**config.mk**
```make
export PLATFORM = sky130hd
export DESIGN_NAME = lp_printer
export DESIGN_NICKNAME = d
export VERILOG_FILES = /design/src/rtl/lp_printer.sv
export SDC_FILE = /design/constraint.sdc
export NUM_CORES = 2
export LEC_CHECK = 0
export ABC_AREA = 1
export BUFFER_PORTS_ARGS = -buffer_cell sky130_fd_sc_hd__buf_2
export CAP_MARGIN = 20
export CELL_PAD_IN_SITES_DETAIL_PLACEMENT = 1
export CELL_PAD_IN_SITES_GLOBAL_PLACEMENT = 2
export CORE_ASPECT_RATIO = 0.75
export CORE_UTILIZATION = 47
export DETAILED_ROUTE_END_ITERATION = 10
export GPL_ROUTABILITY_DRIVEN = 0
export PLACE_DENSITY = 0.94
export SYNTH_ARGS = -nofsm -noshare
export SYNTH_HDL_FRONTEND = slang
export SYNTH_SLANG_ARGS = --single-unit
```
**constraint.sdc**
```tcl
create_clock -name clk -period 12.95 [get_ports clk]
set_clock_uncertainty 0.15 [all_clocks]
set_input_delay 2.59 -clock clk [delete_from_list [all_inputs] [get_ports clk]]
set_output_delay 2.59 -clock clk [all_outputs]
set_load 0.1 [all_outputs]
```
**src/rtl/lp_printer.sv**
```systemverilog
// LP20 line-printer responder: decodes characters and paper-motion commands,
// keeps the DAVFU and line counter, and streams printable bytes to a console sink.
module lp_printer #(
    parameter int DEFLEN = 66,
    parameter int MAXLEN = 143
) (
    input  logic       clk,
    input  logic       rst,
    input  logic [7:0] lpDATA,
    input  logic       lpPI,
    input  logic       lpSTROBE,
    output logic       lpDEMAND,
    output logic       lpVFURDY,
    output logic       lpVFUERR,
    output logic       lpTOF,
    output logic [7:0] outDATA,
    output logic       outVALID,
    input  logic       outREADY
);

    typedef enum logic [2:0] {
        ST_IDLE, ST_CHAR, ST_SLEW, ST_SKIP, ST_LDLO, ST_LDHI
    } state_t;

    localparam logic [7:0] LEN_DEF   = 8'(DEFLEN);
    localparam logic [7:0] LEN_MAX   = 8'(MAXLEN);
    localparam logic [7:0] CODE_STOP = 8'h6F;

    state_t      r_state;
    logic [7:0]  r_line;
    logic [7:0]  r_len;
    logic [7:0]  r_idx;
    logic [3:0]  r_cnt;
    logic [3:0]  r_chan;
    logic [5:0]  r_lo;
    logic        r_demand;
    logic        r_vfurdy;
    logic        r_vfuerr;
    logic        r_tof;
    logic [7:0]  r_out_data;
    logic        r_out_valid;
    logic [11:0] r_vfu [MAXLEN];

    logic        w_strobe;
    logic        w_xfer;
    logic [7:0]  w_line_nxt;
    logic [11:0] w_vfu_word;
    logic        w_hit;
    logic        w_vfu_we;

    // Byte that accompanies advancing paper from the given line: FF on wrap to top of form.
    function automatic logic [7:0] motion_byte(input logic [7:0] line, input logic [7:0] len);
        return (line >= len - 8'd1) ? 8'h0C : 8'h0A;
    endfunction

    assign w_strobe   = lpSTROBE & r_demand;
    assign w_xfer     = r_out_valid & outREADY;
    assign w_line_nxt = (r_line >= r_len - 8'd1) ? 8'd0 : r_line + 8'd1;
    assign w_vfu_word = r_vfu[w_line_nxt];
    assign w_hit      = w_vfu_word[r_chan];
    assign w_vfu_we   = (r_state == ST_LDHI) & w_strobe & (lpDATA != CODE_STOP);

    assign lpDEMAND = r_demand;
    assign lpVFURDY = r_vfurdy;
    assign lpVFUERR = r_vfuerr;
    assign lpTOF    = r_tof;
    assign outDATA  = r_out_data;
    assign outVALID = r_out_valid;

    // DAVFU storage: a full 12-channel line is written once its high half arrives.
    always_ff @(posedge clk) begin
        if (w_vfu_we) begin
            r_vfu[r_idx] <= {lpDATA[5:0], r_lo};
        end
    end

    // Control FSM with registered handshake, VFU status and paper-position outputs.
    always_ff @(posedge clk or negedge rst) begin
        if (!rst) begin
            r_state     <= ST_IDLE;
            r_line      <= 8'd0;
            r_len       <= LEN_DEF;
            r_idx       <= 8'd0;
            r_cnt       <= 4'd0;
            r_chan      <= 4'd0;
            r_lo        <= 6'd0;
            r_demand    <= 1'b0;
            r_vfurdy    <= 1'b0;
            r_vfuerr    <= 1'b0;
            r_tof       <= 1'b1;
            r_out_data  <= 8'd0;
            r_out_valid <= 1'b0;
        end else begin
            case (r_state)
                ST_IDLE: begin
                    r_demand <= 1'b1;
                    if (w_strobe) begin
                        if (!lpPI && (lpDATA == 8'hEC || lpDATA == 8'hEE)) begin
                            r_state  <= ST_LDLO;
                            r_idx    <= 8'd0;
                            r_vfurdy <= 1'b0;
                        end else if (!lpPI) begin
                            r_state     <= ST_CHAR;
                            r_out_data  <= lpDATA;
                            r_out_valid <= 1'b1;
                            r_demand    <= 1'b0;
                        end else if (!lpDATA[4]) begin
                            r_demand <= 1'b0;
                            if (lpDATA[3:0] != 4'd0) begin
                                r_state     <= ST_SLEW;
                                r_cnt       <= lpDATA[3:0];
                                r_out_data  <= motion_byte(r_line, r_len);
                                r_out_valid <= 1'b1;
                            end
                        end else begin
                            r_demand <= 1'b0;
                            // Channels 13-16 do not exist; skipping needs a loaded VFU.
                            if (lpDATA[3:0] >= 4'd12 || !r_vfurdy) begin
                                r_vfuerr <= 1'b1;
                            end else begin
                                r_state     <= ST_SKIP;
                                r_chan      <= lpDATA[3:0];
                                r_idx       <= 8'd0;
                                r_out_data  <= motion_byte(r_line, r_len);
                                r_out_valid <= 1'b1;
                            end
                        end
                    end
                end
                ST_CHAR: begin
                    if (w_xfer) begin
                        r_state     <= ST_IDLE;
                        r_out_valid <= 1'b0;
                        r_demand    <= 1'b1;
                    end
                end
                ST_SLEW: begin
                    if (w_xfer) begin
                        r_line <= w_line_nxt;
                        r_tof  <= (w_line_nxt == 8'd0);
                        r_cnt  <= r_cnt - 4'd1;
                        if (r_cnt == 4'd1) begin
                            r_state     <= ST_IDLE;
                            r_out_valid <= 1'b0;
                            r_demand    <= 1'b1;
                        end else begin
                            r_out_data <= motion_byte(w_line_nxt, r_len);
                        end
                    end
                end
                ST_SKIP: begin
                    if (w_xfer) begin
                        r_line <= w_line_nxt;
                        r_tof  <= (w_line_nxt == 8'd0);
                        r_idx  <= r_idx + 8'd1;
                        // A full form without a hit lands back on the start line, which never matches.
                        if (r_idx + 8'd1 == r_len) begin
                            r_vfuerr    <= 1'b1;
                            r_state     <= ST_IDLE;
                            r_out_valid <= 1'b0;
                            r_demand    <= 1'b1;
                        end else if (w_hit) begin
                            r_state     <= ST_IDLE;
                            r_out_valid <= 1'b0;
                            r_demand    <= 1'b1;
                        end else begin
                            r_out_data <= motion_byte(w_line_nxt, r_len);
                        end
                    end
                end
                ST_LDLO: begin
                    if (w_strobe) begin
                        if (lpDATA == CODE_STOP) begin
                            r_state <= ST_IDLE;
                            if (r_idx == 8'd0) begin
                                r_len    <= LEN_DEF;
                                r_vfuerr <= 1'b1;
                            end else begin
                                r_len    <= r_idx;
                                r_line   <= 8'd0;
                                r_tof    <= 1'b1;
                                r_vfurdy <= 1'b1;
                                r_vfuerr <= 1'b0;
                            end
                        end else begin
                            r_lo    <= lpDATA[5:0];
                            r_state <= ST_LDHI;
                        end
                    end
                end
                ST_LDHI: begin
                    if (w_strobe) begin
                        if (lpDATA == CODE_STOP || r_idx == LEN_MAX - 8'd1) begin
                            r_state  <= ST_IDLE;
                            r_len    <= LEN_DEF;
                            r_vfuerr <= 1'b1;
                        end else begin
                            r_idx   <= r_idx + 8'd1;
                            r_state <= ST_LDLO;
                        end
                    end
                end
                default: begin
                    r_state     <= ST_IDLE;
                    r_out_valid <= 1'b0;
                end
            endcase
        end
    end

endmodule
```
* After elaboration in Yosys (flattened, before gate mapping)
Memories as Yosys holds them, arrays and structs flattened.
Index checks and enable logic that the tools add are counted.
** Storage, ports and cells
- Logic and storage cells :: 211
- Memory bits (writable) :: 1716
- Memories kept :: 1
- Flip-flop bits (word level) :: 54
- Input bits :: 13
- Output and inout port bits :: 13
** Memories
- r_vfu :: words 143, bits a word 12, read ports 1, clocked after Yosys merged registers in 0, wr ports 1, RTL line 42 : logic [11:0] r_vfu [MAXLEN];
** Operators by class
- Reduce and logical (&&, ||, !) cells :: 32
- $lt $le $gt $ge :: 4
- Equality and inequality tests :: 43
- Add/subtract/negate cells :: 4
- Bitwise logic cells :: 8
- Mux-type cells :: 106
** Operators by type and width (count)
- 8-bit two-way mux :: 29
- 3-bit two-way mux :: 18
- 8-bit case mux with 3 select lines :: 2
- 2-bit != test, second input constant :: 21
- 1-bit two-way mux :: 41
- 8-bit case mux with 2 select lines :: 2
- 10-bit AND reduction :: 3
- 8-bit equality test, second input constant :: 3
- 4-bit two-way mux :: 6
- 3-bit case mux with 6 select lines :: 1
- 6-bit AND reduction :: 3
- 8-bit by 1-bit adder with 8-bit output, second input constant :: 2
- 8-bit >= comparator :: 2
- 8-bit logical NOT :: 2
- 3-bit != test, second input constant :: 4
- 12-bit AND reduction :: 1
- 4-bit nonzero test :: 3
- 5-bit != test, second input constant :: 2
- 5-bit AND reduction :: 2
- 8-bit by 7-bit equality test with 1-bit output, second input constant :: 1
- 8-bit equality test :: 1
- 4-bit != test, second input constant :: 2
- 8-bit by 7-bit != test with 1-bit output, second input constant :: 1
- 1-bit case mux with 4 select lines :: 2
- other kinds (25) :: 43

* Longest topological paths before layout
An unclocked memory read counts as a cell.
- Depth in word-level cells :: 10
- Depth in mapped cells :: 41
- Mapped depth without buffers :: 35

* Worst setup path before layout
OpenSTA, ideal clock, no wires.
- Path type :: input port to flip-flop
- Start :: input lpDATA[5]
- End :: memory r_vfu[127][0] (enable)
- Library setup time :: 0.412 ns
- Setup slack :: 7.878 ns
- Buffers on the path :: 0
- Stages :: 7
- Arrival :: 4.509 ns
- Required time :: 12.388 ns
- Path through :: inv_1 > nor4_1 > nand4_1 > inv_1 > nor3_1 > inv_1 > nor4_1
** Between the ends
- Longest elaborated chain between the ends :: 4
** Ends and longest elaborated chain
- from (decl) :: RTL line 9 : input logic [7:0] lpDATA,
- 8-bit by 7-bit != test with 1-bit output :: RTL line 61 : assign w_vfu_we = (r_state == ST_LDHI) & w_strobe & (lpDATA != CODE_STOP);
- 1-bit bitwise AND :: RTL line 61
- 1-bit two-way mux :: RTL line 72 : if (w_vfu_we) begin
- 1-bit two-way mux (not written as such) :: RTL line 73 : r_vfu[r_idx] <= {lpDATA[5:0], r_lo};
- to (decl) :: RTL line 42
No other way between the ends.

* Final worst setup path
- Start :: register r_len[0]
- End :: register r_state[1]
** Between the ends
- Longest elaborated chain between the ends :: 8
** Ends and longest elaborated chain
- from (decl) :: RTL line 31 : logic [7:0] r_len;
- from (signal assigned) :: RTL line 179 : r_len <= r_idx;
- 8-bit by 1-bit subtractor with 8-bit output :: RTL line 58 : assign w_line_nxt = (r_line >= r_len - 8'd1) ? 8'd0 : r_line + 8'd1;
- 8-bit >= comparator :: RTL line 58
- 8-bit two-way mux :: RTL line 58
- memory 143 x 12 bit
- 1-bit binary-select mux with 4-bit select :: RTL line 60 : assign w_hit = w_vfu_word[r_chan];
- 1-bit two-way mux (not written as such) :: RTL line 60
- 3-bit != test (no line)
- 10-bit AND reduction (no line)
- to (signal assigned) :: RTL line 80 : r_state <= ST_IDLE;
- to (signal assigned) :: RTL line 99 : r_state <= ST_LDLO;
- to (signal assigned) :: RTL line 103 : r_state <= ST_CHAR;
- to (decl) :: RTL line 29 : state_t r_state;
Several ways; a longest one is shown, not always the timed one. The select of a mux whose other input is x is not followed.
A chain may end at the register's enable or synchronous reset.

==> impl_metrics.toml <==
[run_status]
outcome = "finished clean"

[place]
placed_cells = 8718
port_buffers = 25
hpwl_um = 147900
placed_area_um2 = 78780

[sta]
drv_slew = 0
hold_violations = 0
slew-limit-headroom_pct = 24.53
finalSetupViolCount = 0
tns_ps = 0
min_period_ps = 8292
worstMarginPinSlew_ps = 1131
finalCritPeriodShare_pct = 64.03
max_freq_mhz = 120.6
grt_setup_unrepaired = "false"

[drt]
route.met2.wl_um = 119200
avgViaCountPerCell = 6.192
wl_per_cell_um = 28.51
drt_iter0_drc = 7854
drc = 0
drt-pass1-iter-count = 8
wl_met3_um = 27750
routed_wl_um = 257700
ant_nets = 0
wl_met1_um = 101800
vias = 55982
highest_layer = "met5"

[critical_path]
cp-end-kind = "flop"
arrival_ps = 8860
critPathLaunch = "r_len[0]"
rr_startpoint = "r_len[0]"
setup.worst_path.end = "r_state[1]"
rrSetupSlack_ps = 4660
r2r_cells = 26
worstReg2RegEnd = "r_state[1]"
path_max_fanout = 99
worstSetupPathType = "flop to flop"
cp-start-kind = "flop"
required_ps = 13520

[yosys]
ys_seq_area_share_pct = 69.41
ys_top_cells_by_count = "1716 x edfxtp_1, 1340 x nand2_1, 1301 x nand3_1, 751 x inv_1, 352 x nor2_1"
synth_edf_count = 1716
synth.distinct_cells = 50
synth.most_common_cell = "edfxtp_1"
async_flop_share_pct = 3.051
synthTopCellsByArea = "edfxtp_1 68%, nand3_1 8.5%, nand2_1 6.6%, inv_1 3.7%, nand4_1 1.8%"
synth_top_area_share_pct = 67.63
yosys_warnings = 0
avgSynthCellArea_um2 = 11.22
ys_seq_elements = 1770
synth_fp_nets = 6825
synthFlopType = "edfxtp_1"
synth_cells = 6790
synth_top_cell_by_area = "edfxtp_1"
synth_area_um2 = 76200

[cells_and_area]
register_area_um2 = 52910
drive_above_1_share_pct = 8.764
nNetsFinal = 6802
num-fill-cells = 16705
final_area_um2 = 84250
syn_to_final_growth_pct = 10.57
stdcell_count = 9041
multi_input_area_um2 = 18420

[grt]
grt_antenna_before_repair = 12
track_usage_pct = 31.24
grt_pass1_vias = 57565
grt_max_degree = 152
grt_pass1_wl_um = 377900
grt_remaining_overflow = 0

[cts]
cts_tree = "built"
cts_hold_buf = 0
cts_made_buffers = 167
clock_sinks = 1770
postCtsSetupRepairBufs = 0
clk_pin_slew_worst_paths_ps = 70
htreeDepth = 4
clock_latency_ps = 850
cts_buffer_depth = 3
root_buffer = "clkbuf_16"
cts_resized = 0

[floorplan]
ios = 26
initial_core_util_pct = 47.52
rows = 127
core_um2 = 160300
dieArea_um2 = 163700
fp.dieW_um = 466.9
die_h_um = 350.7

[power]
p_leak_nw = 32.07
powerDensity_nw_per_um2 = 134.0
power.total_mw = 11.29
irDropWorstVdd_mv = 0.1671

[min_path]
hp-class = "flop to flop"

[flow_run]
maxCapViolations = 0
## cells in the final DEF (no fill, tap or decap), types with 7 or more instances in the layout
cell	synthesis	final
edfxtp_1	1716	1716
nand2_1	1340	1340
nand3_1	1301	1297
inv_1	751	748
nor2_1	352	342
nand4_1	219	219
buf_4	33	196
clkbuf_16	0	171
o21ai_0	125	125
o211ai_1	104	104
or2_2	74	74
a21oi_1	55	54
dfrtp_1	51	45
clkbuf_1	137	38
clkinv_1	9	37
clkinv_2	0	34
o22ai_1	28	28
o21ai_1	24	24
ha_1	22	22
buf_6	9	22
o221ai_1	20	20
a22o_1	20	20
buf_2	240	19
bufinv_16	0	17
a22oi_1	16	16
o21bai_1	15	15
or2_1	14	14
nor3_1	13	13
xor2_1	11	11
or2_0	11	11
diode_2	0	10
nor2_2	2	10
a31oi_1	9	9
o21a_1	9	9
clkinvlp_4	0	7
buf_12	0	7
## area by class of cell
type	count	share of cell area [%]
clock inverter	96	1.144
sequential	1770	62.80
multi-input combinational	3821	21.86
clock buffer	209	5.248
tap	2128	3.160
timing repair buffer	244	2.320
antenna	10	0.02970
inverter	763	3.438
## per-stage QoR
stage	utilization (%)	setup slack [ps]	hold slack (ps)
after detailed placement	49.13	4991	314.3
final	52.55	4658	318.9
after CTS	52.49	4934	327.7
after floorplan	-	7878	303.0
after global placement	49.00	5069	323.0
after global routing	52.53	4426	360.9
## power by group
group	total, mW	internal, mW	switching [mW]
combinational	0.0707	0.00544	0.0653
sequential	6.23	6.23	0
clock	4.99	2.77	2.22
total	11.3	9.00	2.29
## cell families after synthesis
logic type | after synthesis | share of synthesized area [%]
and+or+nand+nor | 3343 | 19.78
DFF | 1770 | 69.41
buffers and inverters | 1199 | 6.552
AOI/OAI and AO/OA | 443 | 3.751
adders and majority gates | 22 | 0.3613
xor gates and xnor gates | 13 | 0.1494
## worst min-delay path by stage
stage | start | end | slack, ps | cells after the start
2_1_floorplan | r_chan[3] | r_chan[3] | 300 | 2
3_3_place_gp | outDATA[2] | outDATA[2] | 320 | 2
3_5_place_dp | outDATA[7] | outDATA[7] | 310 | 2
4_1_cts | outDATA[7] | outDATA[7] | 330 | 2
5_1_grt | outDATA[4] | outDATA[4] | 360 | 2
6_report | outDATA[7] | outDATA[7] | 320 | 2
## critical path: stages, from the launching register on
cell and delay, ps:
dfrtp_1 380, inv_1 210, ha_1 230, nand3_1 130
nor3_1 200, xor2_1 180, inv_1 90, ha_1 280
nand3_1 110, clkinv_1 150, nand2_8 590, nand3_4 880
inv_8 920, buf_4 730, nand3_1 180, a21oi_1 380
o21ai_1 350, a21oi_1 600, nand2_1 120, nand3_1 110
nand2_1 90, nand3_1 180, nand3_2 220, nand3_2 250
nand3_1 120, nand2_1 100, nand2_1 60
## registers in the layout (all words and copies together), names as in the netlist
| signal | flops |
|---|---|
| lpDEMAND | 1 |
| r_cnt | 4 |
| outVALID | 1 |
| r_vfu | 1716 |
| r_state | 3 |
| r_lo | 6 |
| r_line | 8 |
| r_len | 8 |
| lpVFURDY | 1 |
| r_idx | 8 |
| lpTOF | 1 |
| r_chan | 4 |
| lpVFUERR | 1 |
| outDATA | 8 |
## metal layers
| layer | vias up | GRT usage, % |
|---|---|---|
| met5 | - | 0 |
| met4 | 10 | 11.63 |
| met3 | 586 | 7.334 |
| met2 | 3166 | 48.78 |
| met1 | 28615 | 42.60 |
| li1 | 23605 | - |
Note: power is estimated with default switching activity, not from simulation.
